$ cat config.mk
export PLATFORM = sky130hd
export DESIGN_NAME = mt_thread_scheduler
export DESIGN_NICKNAME = d
export VERILOG_FILES = /design/src/rtl/mt_thread_scheduler.sv
export SDC_FILE = /design/constraint.sdc
export NUM_CORES = 1
export LEC_CHECK = 0
export CORE_AREA = 2 2 42 44
export CTS_BUF_LIST = sky130_fd_sc_hd__clkbuf_16
export CTS_CLUSTER_DIAMETER = 150
export DETAILED_ROUTE_END_ITERATION = 6
export DIE_AREA = 0 0 44 46
export GPL_ROUTABILITY_DRIVEN = 1
export PLACE_DENSITY = 0.8
export REMOVE_ABC_BUFFERS = 1
export SLEW_MARGIN = 20
export SYNTH_ARGS = -nofsm -noshare
export SYNTH_HDL_FRONTEND = slang
export SYNTH_SLANG_ARGS = --single-unit
$ cat constraint.sdc
create_clock -name clock -period 5.25 [get_ports clock]
set_input_delay 1.05 -clock clock [delete_from_list [all_inputs] [get_ports clock]]
set_output_delay 1.05 -clock clock [all_outputs]
set_load 0.005 [all_outputs]
$ cat src/rtl/mt_thread_scheduler.sv
// Hardware-thread scheduler for the multithreaded RV32I core: picks the issuing
// thread each cycle (fine or quantum-based coarse switching), skipping idle contexts.
module mt_thread_scheduler #(
  parameter int unsigned NUM_THREADS = 4,
  parameter int unsigned TID_W       = $clog2(NUM_THREADS),
  parameter int unsigned QUANTUM     = 8,
  parameter int unsigned QCNT_W      = $clog2(QUANTUM + 1)
) (
  input  logic                   clock,
  input  logic                   async_reset,
  input  logic                   MT,
  input  logic                   coarse,
  input  logic [NUM_THREADS-1:0] thread_active,
  input  logic                   stall,
  output logic [TID_W-1:0]       tid,
  output logic                   tid_valid,
  output logic                   switch,
  output logic [QCNT_W-1:0]      qcnt
);

  localparam int unsigned QLAST = QUANTUM - 1;

  logic [TID_W-1:0]  nxt;
  logic              nxt_found;
  int unsigned       scan_idx;

  logic [TID_W-1:0]  tid_n;
  logic              valid_n;
  logic              switch_n;
  logic [QCNT_W-1:0] qcnt_n;

  // Cyclic scan from tid+1 up to and including tid itself.
  always_comb begin
    nxt       = tid;
    nxt_found = 1'b0;
    scan_idx  = 0;
    for (int unsigned k = 1; k <= NUM_THREADS; k++) begin
      scan_idx = int'(tid) + k;
      if (scan_idx >= NUM_THREADS) begin
        scan_idx = scan_idx - NUM_THREADS;
      end
      if (!nxt_found && thread_active[TID_W'(scan_idx)]) begin
        nxt       = TID_W'(scan_idx);
        nxt_found = 1'b1;
      end
    end
  end

  // Next-state selection; stall leaves everything but the switch pulse untouched.
  always_comb begin
    tid_n    = tid;
    valid_n  = tid_valid;
    switch_n = 1'b0;
    qcnt_n   = qcnt;
    if (!stall) begin
      if (!MT) begin
        tid_n    = '0;
        valid_n  = thread_active[0];
        qcnt_n   = '0;
        switch_n = (tid != '0);
      end else if (thread_active == '0) begin
        valid_n = 1'b0;
        qcnt_n  = '0;
      end else if (!coarse || (qcnt == QCNT_W'(QLAST)) || !thread_active[tid]) begin
        tid_n    = nxt;
        qcnt_n   = '0;
        switch_n = (nxt != tid);
        valid_n  = thread_active[nxt];
      end else begin
        qcnt_n  = qcnt + QCNT_W'(1);
        valid_n = thread_active[tid];
      end
    end
  end

  always_ff @(posedge clock) begin
    if (!async_reset) begin
      tid       <= '0;
      tid_valid <= 1'b0;
      switch    <= 1'b0;
      qcnt      <= '0;
    end else begin
      tid       <= tid_n;
      tid_valid <= valid_n;
      switch    <= switch_n;
      qcnt      <= qcnt_n;
    end
  end

endmodule

# After elaboration in Yosys (flattened, before gate mapping)

Index checks and enable logic that the tools add are counted.

Register bits after elaboration: 8
Latch bits: 0
Memory bits (writable): 0
ROM bits: 0
Input bits: 9
Output and inout port bits: 8
Word-level logic and storage cells: 78
Memories kept: 0

Add/subtract/negate cells: 9
$mul: 0
Div/mod/pow operators: 0
Magnitude comparators: 10
Equal/unequal tests: 4
Shifts and indexed selects: 0
Mux-type cells: 35
Bitwise gates (word level): 2
Reductions and logical operators: 14

Operators with widths:

| operator              | count |
|---|---|
| $mux W2               | 11 |
| $lt A2 B3 Y1 const B  | 6 |
| $mux W1               | 15 |
| $bmux W1 S2           | 6 |
| $mux W4               | 3 |
| $ge A3 B3 Y1 const B  | 3 |
| $sub A2 B1 Y2 const B | 4 |
| $add A2 B2 Y3 const B | 2 |
| $logic_not A1 Y1      | 5 |
| $add A2 B3 Y4 const B | 1 |
| $add A4 B1 Y4 const B | 1 |
| $eq A4 B3 Y1 const B  | 1 |
| $ge A4 B3 Y1 const B  | 1 |
| $logic_not A4 Y1      | 1 |
| $add A2 B1 Y3 const B | 1 |
| $logic_and A1 B1 Y1   | 3 |
| $reduce_and A3 Y1     | 1 |
| $logic_or A1 B1 Y1    | 2 |
| $ne A2 B1 Y1 const B  | 1 |
| $ne A2 B2 Y1          | 1 |
| $ne A2 B2 Y1 const B  | 1 |
| $not A1 Y1            | 2 |
| $reduce_bool A2 Y1    | 1 |
| $reduce_or A2 Y1      | 1 |

# Longest topological paths before layout

Depth after elaboration: 20
Gate-level depth with buffers: 9
Mapped depth without buffers: 7

# Worst setup path before layout

OpenSTA, ideal clock, no wires.

Kind: in2reg
Start point: in thread_active[3]
End point: reg tid[0]
Library setup time: 0.119 ns
Data arrival time: 2.157 ns
Data required time: 5.131 ns
Path slack: 2.974 ns
Cell stages on the path: 6
Buffers on the path: 1
Cells stage by stage: mux4_2 > and3_1 > buf_6 > nor3_1 > o22a_1 > nor2_1

Word-level cells in the longest chain between the ends: 15
Elaborated cells on any way between the ends: 32
Classes of those cells: eq/ne (2); mux (20); reduce/logical (10)

RTL lines:

| element                       | RTL line | RTL |
|---|---|---|
| from (decl)                   | 13       | `input logic [NUM_THREADS-1:0] thread_active,` |
| $bmux W1 S2                   | 42       | `if (!nxt_found && thread_active[TID_W'(scan_idx)]) begin` |
| $mux W1 (implied by the code) | 42       |  |
| $mux W1                       | 42       |  |
| $logic_not A1 Y1              | 42       |  |
| $logic_and A1 B1 Y1           | 42       |  |
| $mux W1                       | 42       |  |
| $logic_not A1 Y1              | 42       |  |
| $logic_and A1 B1 Y1           | 42       |  |
| $mux W1                       | 42       |  |
| $logic_not A1 Y1              | 42       |  |
| $logic_and A1 B1 Y1           | 42       |  |
| $mux W2                       | 42       |  |
| $mux W2                       | 64       | `end else if (!coarse \|\| (qcnt == QCNT_W'(QLAST)) \|\| !thread_active[tid]) begin` |
| $mux W2                       | 61       | `end else if (thread_active == '0) begin` |
| $mux W2                       | 56       | `if (!MT) begin` |
| to (signal assigned)          | 83       | `tid <= tid_n;` |
| to (decl)                     | 15       | `output logic [TID_W-1:0] tid,` |

Parallel ways exist; a longest one is shown, timed or not. The select of a mux whose other input is x is not followed.
A chain may end at the register's enable or synchronous reset.

# Worst setup path after layout

Start point: in thread_active[2]
End point: reg qcnt[3]

Word-level cells in the longest chain between the ends: 7
Elaborated cells on any way between the ends: 8
Classes of those cells: mux (5); reduce/logical (3)

RTL lines:

| element                       | RTL line | RTL |
|---|---|---|
| $bmux W1 S2                   | 64       |  |
| $mux W1 (implied by the code) | 64       |  |
| $logic_not A1 Y1              | 64       |  |
| $logic_or A1 B1 Y1            | 64       |  |
| $mux W4                       | 64       |  |
| $mux W4 *                     | 61       |  |
| $mux W4 *                     | 56       |  |
| to (signal assigned)          | 86       | `qcnt <= qcnt_n;` |
| to (decl)                     | 18       | `output logic [QCNT_W-1:0] qcnt` |

Mark *: on every way between the ends. The rest lies on a longest branch, timed or not. The select of a mux whose other input is x is not followed.

==> impl_metrics.yaml <==
outcome:
  status: "complete, no violations"
final_layout:
  syn2layout_area_growth_pct: 25.4
  drive_gt1_share_pct: 8.77
  final_cell_area_sq_um: 1000
  n_antenna_cell: 0
  finalNetCount: 127
clock_network:
  root_buffer: "clkbuf_16"
  path_clk_slew_ps: 40
  hold_buffers: 0
  clkSinkCount: 8
  post_cts_resized: 0
  clockBufferDepth: 2
  clk-insertion-delay-late_ps: 230
  post-cts-setup-buffer-count: 0
  cts_tree: "yes"
  cts-htree-levels: 1
  numCtsBuffers: 3
global_route:
  antenna_found_initial: 0
  grt_pass1_wl_um: 3470
  grtUsageTotal_pct: 23.3
  overflow: 0
  grt_max_degree: 19
  grt_pass1_vias: 753
routing:
  firstDrtPassIters: 4
  drc: 0
  final_antenna_net_count: 0
  routed_wl_um: 2080
  avgRoutedWirePerCell_um: 15.9
  viasPerCell: 6.34
  drtIter0Drc: 8
  via_count: 831
timing:
  rsz0062_at_grt: "false"
  tightest_slew_ps: 685
  fmax_mhz: 340
  fin_crit_ps: 2940
  timing.final.ws_setup_ps: 2310
  fin_skew_ps: 5.03
  slew_viol_final: 0
  tns_ps: 0
  slew_headroom_pct: 53.9
  finalHoldViolations: 0
  period_share_pct: 56.0
  setup_viol: 0
worst_hold_path:
  hold_path_class: "reg -> reg"
  holdCritStartpoint: "tid_valid"
die:
  floorplan.die_area_sq_um: 2020
  chipHeight_um: 46
  initial_core_util_pct: 49.5
  core.rowCount: 15
  ios: 17
  die_x_um: 44
  coreArea_sq_um: 1610
placed_design:
  place_congestion: 0.833
  portBuffers: 16
  placedInstanceArea_sq_um: 926
  dp_hpwl_um: 1450
  pre_cts_slack_ps: 2090
synthesis:
  ys_seq_area_share_pct: 20.1
  ys.flop_type: "dfxtp_1"
  yosysWarnings: 0
  yosysUniqueCellTypes: 45
  synth_edf_count: 0
  synth_seq_cells: 8
  syn-cell-area_sq_um: 798
  netlist_instances: 105
  syn_area_per_cell_sq_um: 7.60
  async_flop_share_pct: 0
pwr:
  power_uw: 244
  power_density_nw_per_um2: 243
  ir_worst_vdd_uv: 172
  cellLeakagePower_uw: 0.000336
worst_setup_path:
  cp-end-kind: "flop"
  worstSetupPathType: "in -> reg"
  critical-path-slowest-cell: "clkdlybuf4s50_1"
  critPathMaxFanout: 16
  startpoint_type: "primary input"
  crit_path_start: "thread_active[2]"
  reg2reg_from: "tid[0]"
  max_stage_delay_ps: 790
  cp.buffers_inverters: 1
  worstPathCellList: "clkdlybuf4s50_1 > mux4_2 > and3_1 > nand2_2 > or3_1 > a21oi_1"
  cpLargestDelayFamily: "buffers and inverters"
  cp.arrival_ps: 3110
  required_ps: 5420
job:
  maxCapViolations: 0
-- worst register-to-register path, delay by kind of cell, from the launching register on --
kind	cells	cell delay [ps]
buffers and inverters	1	190
AO/OA/AOI/OAI	2	350
adder cells (fa/ha/maj)	1	430
AND/OR/NAND/NOR	2	150
multiplexers	1	360
flip-flops	1	700
-- per-stage QoR --
step,std cells,hold slack (ps),utilization (%)
final,131,483,62.0
after global routing,131,506,62.0
after CTS,131,489,62.0
after detailed placement,128,480,57.4
after global placement,128,474,57.4
after floorplan,95,482,-
-- synthesized netlist by cell type (3+ instances only) --
cell | instances | area, sq um
o21a_1 | 3 | 22.5
a21oi_1 | 4 | 20.0
inv_1 | 3 | 11.3
o21ai_0 | 7 | 35.0
nand2_1 | 4 | 15.0
nor3_1 | 4 | 20.0
nor2_1 | 12 | 45.0
clkbuf_1 | 7 | 26.3
dfxtp_1 | 8 | 160
mux2_2 | 3 | 33.8
-- flip-flops by register name, indices dropped and copies added, names as in the netlist --
signal / cells
tid: 2
tid_valid: 1
qcnt: 4
switch: 1
-- per-layer routing --
layer | track usage (%) | wire length [um]
met1 | 27.3 | 902
met4 | 10.9 | 48
met5 | 0 | 0
met3 | 2.78 | 80
met2 | 42.1 | 1050
-- cells in the final DEF, fill, tap and decap left out, types with 3 or more instances in the layout --
cell	instances
a21oi_1	4
dfxtp_1	8
o21a_1	3
nor3_1	4
inv_1	3
clkbuf_16	3
mux2_2	3
o21ai_0	7
nor2_1	12
clkdlybuf4s50_1	16
nand2_1	4
-- kinds of logic after synthesis --
kind of cell             count (synthesis)  synth area share [%]
AO/OA/AOI/OAI                           33                  28.5
adder cells (fa/ha/maj)                  2                  3.13
buffers and inverters                   13                  8.15
flip-flops                               8                  20.1
multiplexers                             7                  11.0
AND/OR/NAND/NOR                         42                  29.2
-- worst paths after layout --
check	end	slack, ps	depth (start not counted)
min reg2reg	tid_valid	480	2
max reg2reg	tid[0]	3000	7
min	tid_valid	480	2
max	qcnt[3]	2310	6
-- power by group --
| group | total, uW | internal [uW] | switching [uW] |
|---|---|---|---|
| Clock | 128 | 98.2 | 29.8 |
| Combinational | 48.9 | 23.9 | 25.0 |
| Sequential | 66.6 | 62.9 | 3.72 |
-- cell type report --
class                      instances  area [sq um]
multi-input combinational         84           573
tap                               17          21.3
fill                             157           613
clock buffer                       3          75.1
timing repair buffer              16           160
sequential                         8           160
inverter                           3          11.3
Power figures use the tool's default switching activity.
